--- config.mk ---
export PLATFORM = sky130hd
export DESIGN_NAME = bresenham_ray_ctrl
export DESIGN_NICKNAME = d
export VERILOG_FILES = /design/src/rtl/bresenham_pkg.sv /design/src/rtl/bresenham_ray_ctrl.sv
export SDC_FILE = /design/constraint.sdc
export NUM_CORES = 1
export LEC_CHECK = 0
export CORE_MARGIN = 2
export CORE_UTILIZATION = 39
export DETAILED_ROUTE_END_ITERATION = 12
export PLACE_DENSITY = 0.85
export SYNTH_ARGS = -nofsm -noshare
export SYNTH_HDL_FRONTEND = slang
export SYNTH_SLANG_ARGS = --single-unit
--- constraint.sdc ---
create_clock -name clock -period 1.9 [get_ports clock]
set_input_delay 0.285 -clock clock [delete_from_list [all_inputs] [get_ports clock]]
set_output_delay 0.285 -clock clock [all_outputs]
set_load 0.02 [all_outputs]
--- src/rtl/bresenham_pkg.sv ---
// Shared types and widths for the bresenham ray sequencer and its datapath.
// The cell record groups everything the occupancy-grid updater receives per step.
package bresenham_pkg;

  localparam int X_IDX_W = 5;
  localparam int Y_IDX_W = 4;
  localparam int WORD_W  = 32;

  typedef enum logic [2:0] {
    IDLE,
    LOAD,
    CAPTURE,
    EMIT,
    STEP,
    DONE
  } ctrl_state_t;

  typedef struct packed {
    logic [X_IDX_W-1:0] x;
    logic [Y_IDX_W-1:0] y;
    logic               occupied;
    logic               last;
  } cell_t;

endpackage

--- src/rtl/bresenham_ray_ctrl.sv ---
// Ray sequencer: latches one laser return, walks the datapath x register from the
// endpoint back to the sensor and streams one occupancy cell per step.
module bresenham_ray_ctrl
  import bresenham_pkg::*;
#(
  parameter int MAX_STEPS = 32
) (
  input  logic                clock,
  input  logic                reset,
  input  logic                ray_valid,
  output logic                ray_ready,
  input  logic [WORD_W-1:0]   ray_magnitude,
  input  logic [WORD_W-1:0]   ray_angle,
  input  logic [WORD_W-1:0]   ray_sensor_x,
  input  logic [WORD_W-1:0]   ray_sensor_y,
  output logic [WORD_W-1:0]   dp_magnitude,
  output logic [WORD_W-1:0]   dp_angle,
  output logic [WORD_W-1:0]   dp_sensor_x,
  output logic [WORD_W-1:0]   dp_sensor_y,
  output logic                dp_x_we,
  output logic                dp_x_source,
  input  logic [X_IDX_W-1:0]  dp_current_x,
  input  logic [X_IDX_W-1:0]  dp_x_index,
  input  logic [Y_IDX_W-1:0]  dp_y_index,
  output logic                cell_valid,
  input  logic                cell_ready,
  output logic [X_IDX_W-1:0]  cell_x,
  output logic [Y_IDX_W-1:0]  cell_y,
  output logic                cell_occupied,
  output logic                cell_last,
  output logic                ray_done
);

  localparam int CNT_W = $clog2(MAX_STEPS) + 1;
  localparam logic [CNT_W-1:0] LAST_STEP = CNT_W'(MAX_STEPS - 1);

  ctrl_state_t       r_state;
  ctrl_state_t       w_next;
  logic [CNT_W-1:0]  r_stepCnt;
  cell_t             r_cell;
  logic [WORD_W-1:0] r_magnitude;
  logic [WORD_W-1:0] r_angle;
  logic [WORD_W-1:0] r_sensorX;
  logic [WORD_W-1:0] r_sensorY;

  always_ff @(posedge clock) begin
    if (reset) r_state <= IDLE;
    else       r_state <= w_next;
  end

  // The last flag is fixed in CAPTURE, so EMIT never lets STEP run with x already at 0.
  always_comb begin
    w_next      = r_state;
    ray_ready   = 1'b0;
    dp_x_we     = 1'b0;
    dp_x_source = 1'b0;
    cell_valid  = 1'b0;
    ray_done    = 1'b0;
    case (r_state)
      IDLE: begin
        ray_ready = 1'b1;
        if (ray_valid) w_next = LOAD;
      end
      LOAD: begin
        dp_x_we = 1'b1;
        w_next  = CAPTURE;
      end
      CAPTURE: w_next = EMIT;
      EMIT: begin
        cell_valid = 1'b1;
        if (cell_ready) w_next = r_cell.last ? DONE : STEP;
      end
      STEP: begin
        dp_x_we     = 1'b1;
        dp_x_source = 1'b1;
        w_next      = CAPTURE;
      end
      DONE: begin
        ray_done = 1'b1;
        w_next   = IDLE;
      end
      default: w_next = IDLE;
    endcase
  end

  always_ff @(posedge clock) begin
    if (reset) begin
      r_stepCnt   <= '0;
      r_cell      <= '0;
      r_magnitude <= '0;
      r_angle     <= '0;
      r_sensorX   <= '0;
      r_sensorY   <= '0;
    end else begin
      case (r_state)
        IDLE: begin
          if (ray_valid) begin
            r_magnitude <= ray_magnitude;
            r_angle     <= ray_angle;
            r_sensorX   <= ray_sensor_x;
            r_sensorY   <= ray_sensor_y;
            r_stepCnt   <= '0;
          end
        end
        CAPTURE: begin
          r_cell.x        <= dp_x_index;
          r_cell.y        <= dp_y_index;
          r_cell.occupied <= (r_stepCnt == '0);
          r_cell.last     <= (dp_current_x == '0) || (r_stepCnt == LAST_STEP);
        end
        STEP: r_stepCnt <= r_stepCnt + CNT_W'(1);
        default: ;
      endcase
    end
  end

  assign dp_magnitude  = r_magnitude;
  assign dp_angle      = r_angle;
  assign dp_sensor_x   = r_sensorX;
  assign dp_sensor_y   = r_sensorY;
  assign cell_x        = r_cell.x;
  assign cell_y        = r_cell.y;
  assign cell_occupied = r_cell.occupied;
  assign cell_last     = r_cell.last;

endmodule

---- Yosys cells after proc, flatten, opt, wreduce, memory -nomap -nowiden ----
Cells that the tools add are included.
storage, ports and cells
  word-level logic and storage cells ...... 39
  bits of input ports ..................... 146
  register bits after elaboration ......... 148
cells by class
  $add $sub $neg .......................... 1
  reduce and logical (&&, ||, !) cells .... 9
  equality and inequality tests ........... 8
  multiplexer cells ....................... 11
operators with widths
  cell                                                                    number
  3-bit case mux with 4 select lines                                      1
  6-bit case mux with 2 select lines                                      1
  6-bit by 1-bit adder with 6-bit output (second input constant)          1
  3-bit by 2-bit equality test with 1-bit output (second input constant)  2
  3-bit equality test (second input constant)                             2
  6-bit by 5-bit equality test with 1-bit output (second input constant)  1
  6-bit logical NOT                                                       1
  1-bit two-way mux                                                       6
  3-bit two-way mux                                                       2
  6-bit two-way mux                                                       1
  2-bit AND reduction                                                     3
  5-bit logical NOT                                                       1
  2-bit inequality test (second input constant)                           2
  3-bit by 1-bit equality test with 1-bit output (second input constant)  1
  3-bit logical NOT                                                       1
  2-bit nonzero test                                                      1
  2-bit OR reduction                                                      1
  1-bit logical OR                                                        1

---- Longest topological paths before layout ----
  depth in word-level cells ............... 3
  mapped depth ............................ 6

---- Worst setup path before layout ----
Ideal clock, no wire load.
  kind .................................... reg2reg
  start point ............................. reg r_state[2]
  end point ............................... reg r_angle[0] (netlist: dp_angle[0])
  cell stages (with the launch flop) ...... 7
  period minus slack after synthesis ...... 1.564 ns
  path slack .............................. 0.336 ns
  buffers on the path ..................... 3
  arrival time ............................ 1.432 ns
  cells stage by stage .................... dfxtp_1 or4b_1 clkbuf_1 clkbuf_1 buf_2 nand2_1 a21oi_1
on the way
  word-level cells in the longest chain between the ends .. 2
ends and longest elaborated chain
  item                           line                      source
  start, declared                bresenham_ray_ctrl.sv:37  ctrl_state_t r_state;
  start signal, assigned         bresenham_ray_ctrl.sv:48  else r_state <= w_next;
  3-bit logical NOT              bresenham_ray_ctrl.sv:95  case (r_state)
  2-bit AND reduction (no line)  n/a
  end signal, assigned           bresenham_ray_ctrl.sv:99  r_angle <= ray_angle;
  end, declared                  bresenham_ray_ctrl.sv:42  logic [WORD_W-1:0] r_angle;
Every way passes these cells.
A chain may end at the register's enable or synchronous reset.

---- Worst setup path in the final report ----
  start point ............................. reg r_state[0]
  end point ............................... out dp_x_source
on the way
  word-level cells in the longest chain between the ends .. 2
ends and longest elaborated chain
  item                 line                      source
  3-bit equality test  bresenham_ray_ctrl.sv:59  case (r_state)
  1-bit two-way mux    bresenham_ray_ctrl.sv:59
  end, declared        bresenham_ray_ctrl.sv:21  output logic dp_x_source,
Every way passes these cells.

==> summary.txt <==
Status
  – Status: completed

Power
  – Cell Pwr Density: ~900 mW/mm2
  – Clock Power Share: 38.7%
  – Reg power frac: 41.4%
  – Lkg Pwr: 3.34 nW
  – VDD IR max: roughly 0.52 mV
  – Switching share of power: a little over a quarter
  – Comb pwr share: 20.0%
  – Int Pwr: 0.00612 W
  – Total power: 0.00827 W
  – Net Sw Power: 0.00216 W

Timing
  – Worst Skew: 0.00905 ns
  – Worst-margin pin slew: 0.343 ns
  – Slew HR: 76.6%
  – Final hold viol count: 0
  – RSZ-0062 raised after global routing: false
  – Final setup viols: 0
  – Post-layout minimum cycle time: 1.81 ns
  – Setup TNS: 0 ns
  – Final Cycle Share: 95.1%
  – Setup ws final: 0.0933 ns
  – Max Slew Vio Count: 0
  – Fmax: 553 MHz

Hold path
  – Min-Delay Path Depth: 2
  – Hold Crit Class: input pin to flop

Yosys
  – Yosys top cell area share: between 50% and 60%
  – Main combinational cell family by area after synthesis: simple AND/OR/NAND/NOR gates
  – EDFF count, synth: 0
  – Adder-cell share of the synthesized area: 0.475%
  – Syn avg cell area: 7.98 um2
  – Async SR Flop Fraction: 0%
  – Yosys reg bits: 148
  – Primary FF master, synth: dfxtp_1
  – Sequential-to-total area share from yosys stat: 56.2%
  – Synth area leaders: dfxtp_1 (56%), nand2_1 (19%), a21oi_1 (13%), buf_2 (2.1%), mux2i_1 (1.9%)
  – Mapped Area: 0.00527 mm2
  – Dominant cell type by area after synthesis: dfxtp_1
  – XOR/XNOR Fraction of Synth Area: 0.166%
  – Yosys cell types: 31
  – Most common cell in the synthesized netlist: nand2_1
  – Most frequent cells after synthesis: nand2_1 (263), dfxtp_1 (148), a21oi_1 (134), clkbuf_1 (26), buf_2 (22)
  – Syn nets: between 800 and 900
  – Cells after Synth: 660
  – Yosys Warn Count: 0
  – Simple-gate portion of the synthesized area: between 20% and 30%
  – Compound-Gate Fraction of Synth Area: 14.2%
  – Proportion of synthesized area in mux cells: 1.90%

Placement
  – Buffers on Ports: 289
  – Pre-CTS setup slack: 0.0587 ns
  – DP Cell Count: 1094
  – Post-DP HPWL: 11200 um
  – RD Place Congestion: between 0.7 and 0.8

Layout
  – Antenna cells: 0
  – Non-filler instance count after layout: 1125
  – Fill count: slightly above 1000
  – Nets: ~1100
  – Layout cells sized above 1: 5.58%
  – Final core occ: 67.7%
  – Area growth syn-to-layout: 70.1%

Floorplan
  – I/O pin cnt: 290
  – Die X: 120 um
  – Die H: between 100 and 150 um
  – Row Count: 42
  – CORE AREA: 0.0132 mm2
  – Starting Density: 39.8%
  – Die footprint: 0.0145 mm2

Detailed routing
  – Initial DRC count: 339
  – Number of iterations in the first detailed-routing pass: 8
  – Wirelength, routed: 15900 um
  – Via/cell ratio: 4.81
  – Routed WL per cell: 14.1 um
  – Post-DRT Antenna Nets: 0
  – Via Count: 5411
  – DRC: 0

Global routing
  – Initial antenna violation count: 0
  – Gr ovfl total: 0
  – M2 GR Usage: 37.3%
  – Gr usage total: 21.5%
  – Gr busiest metal: met2
  – Largest net degree at the start of global routing: 79
  – M3 GR Usage: 7.26%
  – Vias in the first global route: between 5000 and 6000
  – Routing usage on met1: a little under a quarter
  – First-pass GRT wire length: 24800 um

CTS
  – Worst-skew pair later-pin latency: between 0.4 and 0.5 ns
  – CTS sink cnt: approximately 150
  – Hold buffers post-CTS: 0
  – Postcts setup bufs: 0
  – CTS tree: done
  – Root Driver: clkbuf_16
  – TritonCTS Buffers: 17
  – Clock slew at reported path FFs: 0.06 ns
  – H-tree level count: 4
  – CTS Buffer Depth: 2

Critical path
  – Crit end category: output port
  – CP arrival: roughly 1.5 ns
  – Crit-path slowest cell: or3b_1
  – CP top delay family: buffers and inverters
  – Reg2Reg Depth: 5
  – Worst Path Required: 1.62 ns
  – CP Max Fanout: 3
  – WS Path Type: flop to output port
  – WP depth: 3
  – Critical path, cell by cell: or3b_1, inv_1, clkdlybuf4s15_1
  – Critical path's largest stage delay: a little under 0.4 ns
  – Worst setup SP type: flop
  – WP buf/inv: 2

Flow run
  – Max Cap Viol: 0
[worst register-to-register path: cells and delay by family (launching register included)]
family | cells | cell delay, ns
and+or+nand+nor | 2 | 0.80
buffers and inverters | 2 | 0.39
DFF | 1 | 0.30
AOI/OAI and AO/OA | 1 | 0.07
[per-layer routing]
layer	wire, um	up-vias
met4	505	0
met3	1280	36
met5	0	-
met1	6220	2462
li1	-	2693
met2	7900	220
[flip-flops by register name (all words and copies together), names as in the netlist]
signal	flops
cell_last	1
r_stepCnt	6
dp_angle	32
dp_sensor_x	32
r_state	3
cell_occupied	1
dp_sensor_y	32
cell_y	4
cell_x	5
dp_magnitude	32
[cell families (layout without fill, tap and decap cells)]
kind of cell               count (synthesis)  in the layout
xor gates and xnor gates                   1              1
adders and majority gates                  2              2
AOI/OAI and AO/OA                        144            144
muxes                                     10             10
DFF                                      148            148
and+or+nand+nor                          299            299
buffers and inverters                     56            345
[cell type report]
type | instances | area, um2 | area share (%)
clock inverters | 7 | 72.6 | 0.809
multi-input cells | 456 | 2080 | 23.2
flip-flops and latches | 148 | 2960 | 33.0
well taps | 176 | 220 | 2.46
inverters | 6 | 22.5 | 0.251
clock buffers | 24 | 502 | 5.60
repair buffers | 308 | 3100 | 34.6
[cell usage in the layout, fill, tap and decap left out, drive strengths merged, types with 2 or more instances in the layout]
cell,Yosys,layout
clkdlybuf4s50,0,283
nand2,263,263
dfxtp,148,148
a21oi,134,134
clkbuf,26,24
buf,24,20
nor2,15,15
mux2i,10,10
nand3,7,7
inv,6,6
o21ai,4,4
dlygate4sd2,0,4
clkinv,0,4
nor3,2,2
nor4,2,2
or4,2,2
ha,2,2
clkinvlp,0,2
nor4b,2,2
[final timing paths]
kind	startpoint	endpoint	slack, ns
setup / recovery	r_state[0]	dp_x_source	0.09
hold / removal	reset	cell_x[2]	0.21
setup reg to reg	r_state[2]	dp_angle[9]	0.21
hold reg to reg	dp_angle[31]	dp_angle[31]	0.45
[power groups by stage]
stage | Combinational (W) | Sequential, W | Clock [W]
floorplan | 0.000500 | 0.00374 | 0
global placement | 0.00164 | 0.00348 | 0
detailed placement | 0.00166 | 0.00349 | 0
CTS | 0.00166 | 0.00342 | 0.00327
global route | 0.00177 | 0.00345 | 0.00342
finish | 0.00165 | 0.00342 | 0.00320
[what timing repair did]
| item | in CTS | in global routing |
|---|---|---|
| resized for setup | 5 | 1 |
| setup endpoints to repair | 5 | 1 |
| pin swaps | 0 | 0 |
[stage by stage]
stage          hold slack (ns)  instance area (um2)
3_3_place_gp             0.440                 8400
5_1_grt                  0.220                 8960
2_1_floorplan            0.375                 5270
4_1_cts                  0.194                 8960
6_report                 0.212                 8960
3_5_place_dp             0.445                 8400
Power figures use the tool's default switching activity.
